<file path="src/rtl/retstack_pkg.sv">
// Shared definitions for the return-address stack and the rp adder that consumes rp_inc.
package retstack_pkg;

    localparam logic [1:0] RP_INC_HOLD = 2'b00;
    localparam logic [1:0] RP_INC_UP   = 2'b01;
    localparam logic [1:0] RP_INC_DOWN = 2'b10;

    localparam int DEFAULT_BASE = 16384;

    typedef enum logic {
        ST_IDLE,
        ST_REFILL
    } state_t;

    // Address width that stays at least one bit even for a single-entry RAM.
    function automatic int addrWidth(input int entries);
        return (entries > 1) ? $clog2(entries) : 1;
    endfunction

endpackage

</file>
<file path="src/rtl/subsystem_retstack_if.sv">
// Request/status bundle between the control unit (master) and the return stack (slave).
interface subsystem_retstack_if #(
    parameter int WIDTH = 16,
    parameter int DEPTH = 16
);
    localparam int CW = $clog2(DEPTH + 1);

    logic             push;
    logic             pop;
    logic [WIDTH-1:0] push_data;
    logic             clr_err;
    logic             ready;
    logic [WIDTH-1:0] tos;
    logic [15:0]      rp;
    logic [1:0]       rp_inc;
    logic [CW-1:0]    count;
    logic             empty;
    logic             full;
    logic             overflow;
    logic             underflow;

    modport master (
        output push, pop, push_data, clr_err,
        input  ready, tos, rp, rp_inc, count, empty, full, overflow, underflow
    );

    modport slave (
        input  push, pop, push_data, clr_err,
        output ready, tos, rp, rp_inc, count, empty, full, overflow, underflow
    );

endinterface

</file>
<file path="src/rtl/retstack_mem.sv">
// Backing RAM for stack entries below TOS; one write port, one read port.
// Read is registered by default and combinational when RETSTACK_FAST_POP_EN is defined.
module retstack_mem #(
    parameter int WIDTH   = 16,
    parameter int ENTRIES = 15,
    parameter int AW      = 4
) (
    input  logic             clk_i,
    input  logic             we_i,
    input  logic [AW-1:0]    waddr_i,
    input  logic [WIDTH-1:0] wdata_i,
    input  logic [AW-1:0]    raddr_i,
    output logic [WIDTH-1:0] rdata_o
);

    logic [WIDTH-1:0] mem [0:ENTRIES-1];

    always_ff @(posedge clk_i) begin
        if (we_i) begin
            mem[waddr_i] <= wdata_i;
        end
    end

`ifdef RETSTACK_FAST_POP_EN
    assign rdata_o = mem[raddr_i];
`else
    logic [WIDTH-1:0] rdata_q;

    always_ff @(posedge clk_i) begin
        rdata_q <= mem[raddr_i];
    end

    assign rdata_o = rdata_q;
`endif

endmodule

</file>
<file path="src/rtl/subsystem_retstack.sv">
// Return-address stack: TOS cached in a register, deeper entries in retstack_mem.
// Optional RETSTACK_FAST_POP_EN removes the REFILL bubble by reading the RAM combinationally.
module subsystem_retstack
    import retstack_pkg::*;
#(
    parameter int WIDTH = 16,
    parameter int DEPTH = 16,
    parameter int BASE  = DEFAULT_BASE
) (
    input logic CLK,
    input logic reset,
    subsystem_retstack_if.slave bus
);

    localparam int CW = $clog2(DEPTH + 1);
    localparam int AW = addrWidth(DEPTH - 1);

    logic [CW-1:0]    count_q, count_d;
    logic [WIDTH-1:0] tos_q, tos_d;
    logic             ovf_q, ovf_d;
    logic             unf_q, unf_d;
    logic [1:0]       rpInc;

    logic             memWe;
    logic [AW-1:0]    memWaddr;
    logic [AW-1:0]    memRaddr;
    logic [WIDTH-1:0] memRdata;

    logic isEmpty;
    logic isFull;

    assign isEmpty  = (count_q == '0);
    assign isFull   = (count_q == CW'(DEPTH));
    assign memWaddr = AW'(count_q - CW'(1));
    assign memRaddr = AW'(count_q - CW'(2));

`ifdef RETSTACK_FAST_POP_EN
    assign bus.ready = 1'b1;
`else
    state_t state_q, state_d;

    always_ff @(posedge CLK or negedge reset) begin
        if (!reset) begin
            state_q <= ST_IDLE;
        end else begin
            state_q <= state_d;
        end
    end

    assign bus.ready = (state_q == ST_IDLE);
`endif

    // Request decode; in REFILL every request is ignored while TOS reloads from RAM.
    always_comb begin
        count_d = count_q;
        tos_d   = tos_q;
        ovf_d   = ovf_q & ~bus.clr_err;
        unf_d   = unf_q & ~bus.clr_err;
        rpInc   = RP_INC_HOLD;
        memWe   = 1'b0;
`ifndef RETSTACK_FAST_POP_EN
        state_d = state_q;
        if (state_q == ST_REFILL) begin
            tos_d   = memRdata;
            state_d = ST_IDLE;
        end else
`endif
        if (bus.push && bus.pop) begin
            tos_d = bus.push_data;
            if (isEmpty) begin
                count_d = CW'(1);
                rpInc   = RP_INC_UP;
                unf_d   = 1'b1;
            end
        end else if (bus.push) begin
            if (isFull) begin
                ovf_d = 1'b1;
            end else begin
                memWe   = !isEmpty;
                tos_d   = bus.push_data;
                count_d = count_q + CW'(1);
                rpInc   = RP_INC_UP;
            end
        end else if (bus.pop) begin
            if (isEmpty) begin
                unf_d = 1'b1;
            end else if (count_q == CW'(1)) begin
                tos_d   = '0;
                count_d = '0;
                rpInc   = RP_INC_DOWN;
            end else begin
                count_d = count_q - CW'(1);
                rpInc   = RP_INC_DOWN;
`ifdef RETSTACK_FAST_POP_EN
                tos_d   = memRdata;
`else
                state_d = ST_REFILL;
`endif
            end
        end
    end

    always_ff @(posedge CLK or negedge reset) begin
        if (!reset) begin
            count_q <= '0;
            tos_q   <= '0;
            ovf_q   <= 1'b0;
            unf_q   <= 1'b0;
        end else begin
            count_q <= count_d;
            tos_q   <= tos_d;
            ovf_q   <= ovf_d;
            unf_q   <= unf_d;
        end
    end

    retstack_mem #(
        .WIDTH  (WIDTH),
        .ENTRIES(DEPTH - 1),
        .AW     (AW)
    ) u_mem (
        .clk_i  (CLK),
        .we_i   (memWe),
        .waddr_i(memWaddr),
        .wdata_i(tos_q),
        .raddr_i(memRaddr),
        .rdata_o(memRdata)
    );

    assign bus.tos       = tos_q;
    assign bus.count     = count_q;
    assign bus.empty     = isEmpty;
    assign bus.full      = isFull;
    assign bus.overflow  = ovf_q;
    assign bus.underflow = unf_q;
    assign bus.rp_inc    = rpInc;
    assign bus.rp        = 16'(BASE) + 16'(count_q);

endmodule

</file>
<file path="src/flat_wrapper.sv">
// flat-port wrapper written by rule: the top's interface ports become plain ports
module subsystem_retstack_flat import retstack_pkg::*;
#(
    parameter int WIDTH = 16,
    parameter int DEPTH = 16,
    parameter int BASE  = DEFAULT_BASE
)
  (CLK, reset, bus_push, bus_pop, bus_push_data, bus_clr_err, bus_ready, bus_tos, bus_rp, bus_rp_inc, bus_count, bus_empty, bus_full, bus_overflow, bus_underflow);
  subsystem_retstack_if #(.WIDTH(WIDTH), .DEPTH(DEPTH)) bus_i ();
  input logic CLK;
  input logic reset;
  input wire logic [$bits(bus_i.push)-1:0] bus_push;
  input wire logic [$bits(bus_i.pop)-1:0] bus_pop;
  input wire logic [$bits(bus_i.push_data)-1:0] bus_push_data;
  input wire logic [$bits(bus_i.clr_err)-1:0] bus_clr_err;
  output wire logic [$bits(bus_i.ready)-1:0] bus_ready;
  output wire logic [$bits(bus_i.tos)-1:0] bus_tos;
  output wire logic [$bits(bus_i.rp)-1:0] bus_rp;
  output wire logic [$bits(bus_i.rp_inc)-1:0] bus_rp_inc;
  output wire logic [$bits(bus_i.count)-1:0] bus_count;
  output wire logic [$bits(bus_i.empty)-1:0] bus_empty;
  output wire logic [$bits(bus_i.full)-1:0] bus_full;
  output wire logic [$bits(bus_i.overflow)-1:0] bus_overflow;
  output wire logic [$bits(bus_i.underflow)-1:0] bus_underflow;
  assign bus_i.push = bus_push;
  assign bus_i.pop = bus_pop;
  assign bus_i.push_data = bus_push_data;
  assign bus_i.clr_err = bus_clr_err;
  assign bus_ready = bus_i.ready;
  assign bus_tos = bus_i.tos;
  assign bus_rp = bus_i.rp;
  assign bus_rp_inc = bus_i.rp_inc;
  assign bus_count = bus_i.count;
  assign bus_empty = bus_i.empty;
  assign bus_full = bus_i.full;
  assign bus_overflow = bus_i.overflow;
  assign bus_underflow = bus_i.underflow;
  subsystem_retstack #(.WIDTH(WIDTH), .DEPTH(DEPTH), .BASE(BASE)) u_core (.CLK(CLK), .reset(reset), .bus(bus_i));
endmodule
</file>
<file path="config.mk">
export PLATFORM = sky130hd
export DESIGN_NAME = subsystem_retstack_flat
export DESIGN_NICKNAME = d
export VERILOG_FILES = /design/src/rtl/retstack_pkg.sv /design/src/rtl/subsystem_retstack_if.sv /design/src/rtl/retstack_mem.sv /design/src/rtl/subsystem_retstack.sv /design/src/flat_wrapper.sv
export SDC_FILE = /design/constraint.sdc
export NUM_CORES = 1
export LEC_CHECK = 0
export CELL_PAD_IN_SITES_DETAIL_PLACEMENT = 1
export CELL_PAD_IN_SITES_GLOBAL_PLACEMENT = 2
export CORE_MARGIN = 3
export CORE_UTILIZATION = 35
export CTS_BUF_LIST = sky130_fd_sc_hd__clkbuf_2 sky130_fd_sc_hd__clkbuf_4 sky130_fd_sc_hd__clkbuf_8
export DETAILED_ROUTE_END_ITERATION = 16
export GPL_TIMING_DRIVEN = 0
export PLACE_DENSITY_LB_ADDON = 0.1
export REMOVE_ABC_BUFFERS = 1
export SYNTH_ARGS = -nofsm -noshare
export SYNTH_HDL_FRONTEND = slang
export SYNTH_SLANG_ARGS = --single-unit
</file>
<file path="constraint.sdc">
create_clock -name CLK -period 4.3 [get_ports CLK]
set_input_delay 0.43 -clock CLK [delete_from_list [all_inputs] [get_ports CLK]]
set_output_delay 0.43 -clock CLK [all_outputs]
set_load 0.02 [all_outputs]
</file>
# After elaboration in Yosys (flattened, before gate mapping)
# Memory sizes are Yosys's and may differ from the RTL's. A register that Yosys moved wholly into a read port is not among the register bits.
# Cells that the tools add are included.
# word_totals
ramBits,240
reg_bits,24
out_inout_bits,44
n_memories,1
input_bits,21
# op_classes
n_bitwise,4
eq_ne,7
n_addsub,4
reduce_logical,8
n_mux,42
# memory_table
memory,depth,word_bits,read_ports,rd_ports_with_merged_regs,wr,line,rtl
u_core.u_mem.mem,15,16,1,1,1,retstack_mem.sv:16,logic [WIDTH-1:0] mem [0:ENTRIES-1];
# ops
cell,count
2-to-1 mux 16 bit,7
2-to-1 mux 5 bit,7
2-to-1 mux 1 bit,23
adder 15 x 5 -> 16 bit (first input constant),1
2-to-1 mux 2 bit,5
nonzero test 4 bit,2
adder 5 x 1 -> 5 bit (second input constant),1
== test 5 x 1 -> 1 bit (second input constant),1
== test 5 bit (second input constant),1
logical NOT 5 bit,1
AND reduction 5 bit,1
subtractor 5 x 1 -> 5 bit (second input constant),1
inequality test 4 x 2 -> 1 bit (second input constant),1
inequality test 4 bit (second input constant),1
AND reduction 4 bit,1
subtractor 4 x 2 -> 4 bit (second input constant),1
inequality test 3 x 2 -> 1 bit (second input constant),1
inequality test 3 bit (second input constant),1
nonzero test 3 bit,1
bitwise AND 1 bit,2
inequality test 2 x 1 -> 1 bit (second input constant),1
NOT 1 bit,2
logical AND 1 bit,1
logical NOT 1 bit,1

# Longest topological paths before layout
# Gate-level depths: netlist of run 1.
# logic_depth
ltp_word,8
mapped_depth,11
ltp_nobuf,7

# Hierarchy
# From an unflattened synthesis of run 1, not the netlist that was laid out.
# hier_totals
cells_unflattened,584
area_unflattened_um2,11153.2
# by_module_without_submodules
module,cells_each,area_per_inst_um2,seq_area_each_um2,instances
retstack_mem,434,9593.0,7527.2,1
subsystem_retstack,150,1560.2,600.6,1

# Worst setup path before layout of run 1
# OpenSTA, ideal clock, no wires.
# synth_path
path_type,reg2reg
start,register u_core.count_q[1] (netlist: u_core.bus.count[1])
end,"memory u_core.u_mem.mem[10][0], enable pin"
slack_ns,0.620
t_arrival_ns,3.292
n_path_buf,3
stages_incl_launch_ff,10
setup_time_ns,0.388
cell_sequence,dfrtp_1 clkbuf_1 buf_1 clkbuf_1 inv_1 ha_1 a21boi_0 xor2_1 nand2_1 nor2_1
# synth_via
elab_chain_cells,8
elab_cells_between_ends,10
# synth_lines
element,line,rtl
start: declaration,subsystem_retstack.sv:18,"logic [CW-1:0] count_q, count_d;"
start signal: assignment,subsystem_retstack.sv:110,count_q <= count_d;
logical NOT 5 bit,subsystem_retstack.sv:32,assign isEmpty = (count_q == '0);
logical NOT 1 bit,subsystem_retstack.sv:79,memWe = !isEmpty;
2-to-1 mux 1 bit,subsystem_retstack.sv:76,if (isFull) begin
2-to-1 mux 1 bit,subsystem_retstack.sv:75,end else if (bus.push) begin
2-to-1 mux 1 bit,subsystem_retstack.sv:68,if (bus.push && bus.pop) begin
2-to-1 mux 1 bit,subsystem_retstack.sv:63,if (state_q == ST_REFILL) begin
2-to-1 mux 1 bit,retstack_mem.sv:19,if (we_i) begin
2-to-1 mux 1 bit (not written as such),retstack_mem.sv:20,mem[waddr_i] <= wdata_i;
end: declaration,retstack_mem.sv:16,
# Several ways; a longest one is shown, not always the timed one.

# Worst setup path in the final report of run 1
# layout_path
start,register u_core.count_q[0] (netlist: u_core.bus.count[0])
end,output bus_rp_inc[0]
# layout_via
elab_chain_cells,5
elab_cells_between_ends,7
# layout_lines
element,line,rtl
== test 5 bit,subsystem_retstack.sv:33,assign isFull = (count_q == CW'(DEPTH));
2-to-1 mux 1 bit,subsystem_retstack.sv:76,
2-to-1 mux 2 bit,subsystem_retstack.sv:75,
2-to-1 mux 2 bit (*),subsystem_retstack.sv:68,
2-to-1 mux 2 bit (*),subsystem_retstack.sv:63,
end: declaration,flat_wrapper.sv:19,output wire logic [$bits(bus_i.rp_inc)-1:0] bus_rp_inc;
# Mark *: on every way between the ends. The rest lies on a longest branch, timed or not.

==> results.py, run 1 <==
metrics = {
    "hold_path": {
        "worst_hold_startpoint": "u_core.u_mem.rdata_o[4]",
        "min_to": "u_core.bus.tos[4]",
        "hold_path_depth": 2,
        "min_path_type": "reg2reg",
    },
    "clocking": {
        "clock_path_buffers": 3,
        "cts.sinks": 280,
        "clkSlewWorstSetupHoldPaths_ns": 0.06,
        "cts.htree.levels": 2,
        "cts_tree": "done",
        "cts_root_buffer": "clkbuf_8",
        "cts_buffers": 48,
        "insertion_delay_ns": 0.56,
    },
    "drt": {
        "drt-pass1-iter-count": 5,
        "via_count": 6115,
        "antenna_left": 0,
        "routed_via_density": 5.25,
        "drcViolationCount": 0,
        "routed_wl_um": 29400,
        "wire_per_inst_um": 25.3,
        "initialDrtViolationCount": 529,
    },
    "yosys": {
        "yosysMostFrequentCell": "edfxtp_1",
        "synth_seq_cells": 280,
        "syn_area_per_cell_sq_um": 17.4,
        "ys_top_cells_by_area": "edfxtp_1 64%, mux4_2 9.6%, dfrtp_1 5.3%",
        "yosysTopAreaCell": "edfxtp_1",
        "syn-cell-area_sq_um": 11300,
        "synth_cell_types": 53,
        "synth_ff_type": "edfxtp_1",
        "syn_inst": 650,
        "yosysWarnings": 0,
        "synth-edff-count": 240,
        "yosys.area.top_type_share": 0.637,
        "async_flop_share": 0.0857,
        "synth_common_cells": "240 x edfxtp_1, 48 x mux4_2, 32 x a211oi_1, 32 x mux2i_1, 31 x nor2_1",
        "seq_area_frac_synth": 0.719,
    },
    "setup_path": {
        "worst_setup_path_start_kind": "flop",
        "cp_cell_sequence": "buf_16 -> inv_1 -> ha_1 -> or3b_4 -> a2111oi_4 -> clkdlybuf4s50_1",
        "cp_max_fo": 41,
        "rr_worst_depth": 6,
        "r2r_end": "u_core.u_mem.mem[4][5]",
        "r2r_start": "u_core.bus.count[1]",
        "worst_setup_path_end_kind": "primary output",
        "critPathSlowestCell": "clkdlybuf4s50_1",
        "max_stage_delay_ns": 0.70,
        "r2r_slack_ns": 0.82,
        "required_ns": 3.87,
        "critical_path_class": "reg2out",
        "startpoint": "u_core.bus.count[0]",
        "arrival_ns": 3.51,
    },
    "power": {
        "p_total_mw": 9.73,
        "ir_drop_mv": 0.342,
        "p_leak_nw": 4.56,
        "power.density_nw_per_um2": 716,
    },
    "grt": {
        "grt_max_degree": 49,
        "grt_usage": 0.176,
        "antenna_found_initial": 0,
        "grt_pass1_vias": 6616,
        "grt_remaining_overflow": 0,
        "grt_pass1_wl_um": 43500,
    },
    "placement": {
        "hpwlAfterDp_um": 16400,
        "portBuffers": 53,
        "gp_congestion": 0.708,
        "dpl_cell_area_sq_um": 12500,
    },
    "timing": {
        "maxSlewViolCount": 0,
        "finalSetupTns_ns": 0,
        "max_freq_ghz": 0.254,
        "fin_crit_ns": 3.94,
        "holdWs_ns": 0.442,
        "tightest_slew_ns": 1.18,
        "period_share": 0.915,
        "final_hold_viol_count": 0,
        "setup_viol": 0,
        "skew_ns": 0.0225,
        "slew_headroom": 0.210,
        "rsz0062_at_grt": "no",
    },
    "finish": {
        "fillers": 3104,
        "num_antenna_cells": 0,
        "layout-drive-gt1-share": 0.233,
        "final_area_sq_um": 13600,
        "syn_to_final_growth_pct": 20.1,
        "nets": 752,
    },
    "floorplanning": {
        "ios": 65,
        "die-area_sq_um": 34500,
        "die_h_um": 186,
        "initial_core_util": 0.356,
        "fp-row-count": 65,
        "die_w_um": 186,
        "core_area_sq_um": 31700,
    },
    "status": {
        "status": "finished, final reports clean",
    },
    "run": {
        "drv_cap": 0,
    },
}
[per-stage QoR]
step                setup slack (ns)  utilization  cells
floorplan                      -1.20            -    603
global placement               -3.89        0.381   1058
detailed placement           -0.0920        0.394   1072
CTS                            0.160        0.428   1165
global route                  0.0951        0.428   1165
finish                         0.365        0.428   1165
[flip-flops by register name, summed over array words and instances, names as in the netlist]
register              count
u_core.bus.count          5
u_core.u_mem.rdata_o     16
u_core.u_mem.mem        240
u_core.bus.underflow      1
u_core.state_q            1
u_core.bus.overflow       1
u_core.bus.tos           16
[layout by cell type (no fill, tap or decap), types with 11 or more instances in the layout]
master             n
edfxtp_1         240
clkbuf_4          16
a211oi_1          32
inv_1             23
clkbuf_8          56
mux4_2            48
mux2i_1           32
nor2_1            16
nand2_1           26
conb_1            11
clkdlybuf4s50_1   51
dfrtp_1           21
o31a_1            16
a21oi_1           17
dfxtp_1           16
o21ai_0           20
o211ai_1          16
[area by class of cell]
| class | count | area (sq um) | area share |
|---|---|---|---|
| flip-flops and latches | 280 | 8140 | 0.599 |
| multi-input cells | 300 | 2940 | 0.216 |
| repair buffers | 70 | 893 | 0.0658 |
| clock buffers | 72 | 891 | 0.0656 |
| well taps | 402 | 503 | 0.0370 |
| clock inverters | 18 | 134 | 0.00986 |
| inverters | 23 | 86.3 | 0.00636 |
[logic make-up (layout without fill, tap and decap cells)]
group | after synthesis | after routing | synth area share
compound gates | 115 | 115 | 0.0725
flops | 280 | 280 | 0.719
other cells | 2 | 11 | 0.000664
mux | 81 | 81 | 0.125
simple gates | 79 | 79 | 0.0354
fa+ha+maj | 8 | 8 | 0.00885
buf+inv | 79 | 183 | 0.0342
xor+xnor | 6 | 6 | 0.00465
[where the power goes]
group          leakage (nW)  internal (mW)  switching (mW)  total (mW)
registers              2.61           3.60           0.483        4.08
clock network         0.549           1.45            1.08        2.53
logic                  1.40           1.39            1.73        3.12
[how the worst max path moves through the flow]
stage	endpoint	slack, ns	cells past startpoint
after floorplan	u_core.bus.count[2]	-1.20	7
after global placement	u_core.u_mem.mem[0][5]	-3.89	6
after detailed placement	bus_rp_inc[0]	-0.09	7
after CTS	bus_rp_inc[0]	0.16	7
after global routing	bus_rp_inc[0]	0.1	7
final	bus_rp_inc[0]	0.36	6
[routing by layer]
metal | up-vias | GRT usage | wire length, um
met5 | - | 0 | 0
met4 | 0 | 0.0474 | 555
met3 | 46 | 0.0356 | 1710
met2 | 182 | 0.273 | 13500
met1 | 3184 | 0.255 | 13600
li1 | 2703 | - | -
[critical path: cells and delay by family, from the launching register on]
family	cells	cell delay [ns]
buf+inv	3	1.13
flops	1	0.50
fa+ha+maj	1	0.38
simple gates	1	0.44
compound gates	1	0.50
[what timing repair did]
| action | 4_1_cts | 5_1_grt |
|---|---|---|
| hold buffers | 1 | 0 |
| hold endpoints to repair | 24 | 0 |
| setup buffers | 2 | 0 |
| resized for setup | 1 | 1 |
| endpoints found under the setup margin | 2 | 1 |
Power figures use the tool's default switching activity.
==> inputs of run 2 (changes only) <==
==> constraint.sdc (replaced) <==
create_clock -name CLK -period 4.3 [get_ports CLK]
set_input_delay 0.86 -clock CLK [delete_from_list [all_inputs] [get_ports CLK]]
set_output_delay 0.86 -clock CLK [all_outputs]
set_load 0.02 [all_outputs]
==> results.py, run 2 (synthesized netlist as in run 1, its figures left out) <==
metrics = {
    "status": {
        "status": "finished, final reports clean",
    },
    "clocking": {
        "clock_path_buffers": 3,
        "cts.sinks": 280,
        "cts_buffers": 48,
        "clkSlewWorstSetupHoldPaths_ns": 0.06,
        "cts_tree": "done",
        "insertion_delay_ns": 0.56,
        "cts_root_buffer": "clkbuf_8",
        "cts.htree.levels": 2,
    },
    "floorplanning": {
        "initial_core_util": 0.356,
        "die_h_um": 186,
        "die-area_sq_um": 34500,
        "fp-row-count": 65,
        "ios": 65,
        "die_w_um": 186,
        "core_area_sq_um": 31700,
    },
    "timing": {
        "max_freq_ghz": 0.242,
        "maxSlewViolCount": 0,
        "rsz0062_at_grt": "no",
        "fin_crit_ns": 4.13,
        "tightest_slew_ns": 1.18,
        "period_share": 0.961,
        "fin_ws_ns": 0.166,
        "skew_ns": 0.0232,
        "final_hold_viol_count": 0,
        "holdWs_ns": 0.401,
        "slew_headroom": 0.213,
        "setup_viol": 0,
    },
    "drt": {
        "initialDrtViolationCount": 524,
        "wire_per_inst_um": 25.5,
        "drcViolationCount": 0,
        "routed_wl_um": 29700,
        "drt-pass1-iter-count": 5,
        "routed_via_density": 5.26,
        "antenna_left": 0,
        "via_count": 6131,
    },
    "finish": {
        "finalNonFillerCells": 1165,
        "layout_commonest_cell": "edfxtp_1",
        "largest_register_ffs": 240,
        "mostFrequentLayoutCells": "240 x edfxtp_1, 56 x clkbuf_8, 50 x clkdlybuf4s50_1",
        "fillers": 3101,
        "register_area_sq_um": 8140,
        "regMostFlops": "u_core.u_mem.mem",
        "layout-drive-gt1-share": 0.235,
        "syn_to_final_growth_pct": 20.3,
        "num_antenna_cells": 0,
        "multi_input_area_sq_um": 2940,
        "nets": 752,
        "final_area_sq_um": 13600,
    },
    "grt": {
        "grt_usage": 0.176,
        "grt_max_degree": 49,
        "antenna_found_initial": 0,
        "grt_pass1_wl_um": 43400,
        "grt_remaining_overflow": 0,
        "grt_pass1_vias": 6616,
    },
    "placement": {
        "place_ws_ns": -0.522,
        "place_inst": 1072,
        "portBuffers": 53,
        "hpwlAfterDp_um": 16400,
        "gp_congestion": 0.708,
        "dpl_cell_area_sq_um": 12500,
    },
    "setup_path": {
        "max_stage_delay_ns": 0.88,
        "critPathSlowestCell": "clkdlybuf4s50_1",
        "worst_setup_path_end_kind": "primary output",
        "worst_setup_path_start_kind": "input port",
        "critical_path_class": "in2out",
        "arrival_ns": 3.27,
        "cpMostUsedCell": "clkdlybuf4s50_1",
        "required_ns": 3.44,
        "cp_cell_sequence": "clkdlybuf4s50_1 -> nand2b_1 -> nor3_2 -> clkdlybuf4s50_1",
        "r2r_slack_ns": 0.83,
        "cp_max_fo": 15,
    },
    "hold_path": {
        "min_path_type": "in2async",
    },
    "power": {
        "power.density_nw_per_um2": 719,
        "p_leak_nw": 4.57,
        "ir_drop_mv": 0.341,
        "p_total_mw": 9.78,
    },
    "run": {
        "drv_cap": 0,
    },
}
## run 2: critical path, delay by kind of cell
kind	cells	cell delay, ns
simple gates	2	0.82
buf+inv	2	1.59
## run 2: cell type report
type / instances / share of cell area
Tap cell: 402 / 0.0370
Multi-Input combinational cell: 300 / 0.216
Inverter: 23 / 0.00635
Timing Repair Buffer: 70 / 0.0667
Sequential cell: 280 / 0.598
Clock buffer: 72 / 0.0655
Clock inverter: 18 / 0.00985
## run 2: timing repair
action / CTS / global route
endpoints found under the setup margin: 4 / 2
hold buffers: 0 / 0
buffers inserted: 2 / 0
resized for setup: 4 / 0
gates cloned: 0 / 1
## run 2: metal layers
metal | share of wire | global-route usage
met1 | 0.46 | 0.255
met5 | 0 | 0
met2 | 0.46 | 0.273
met3 | 0.054 | 0.0356
met4 | 0.019 | 0.0474
## run 2: through the flow
step,utilization,setup TNS (ns)
global placement,0.381,-1007.73
floorplan,-,-252.31
detailed placement,0.394,-25.29
CTS,0.428,0
finish,0.429,0
global route,0.429,0
## run 2: final timing paths
kind | depth (start not counted) | from | endpoint
min reg2reg | 2 | u_core.u_mem.rdata_o[4] | u_core.bus.tos[4]
min | 1 | reset | u_core.bus.tos[4]
min in group CLK | 2 | u_core.u_mem.rdata_o[4] | u_core.bus.tos[4]
max in group asynchronous | 1 | reset | u_core.bus.count[1]
max | 4 | bus_push | bus_rp_inc[1]
max reg2reg | 6 | u_core.bus.count[1] | u_core.u_mem.mem[4][5]
## run 2: report_power, final
| group | leakage (nW) | internal, mW | switching [mW] |
|---|---|---|---|
| Sequential | 2.61 | 3.60 | 0.493 |
| Clock | 0.549 | 1.45 | 1.08 |
| Combinational | 1.41 | 1.41 | 1.74 |
| Total | 4.57 | 6.46 | 3.32 |
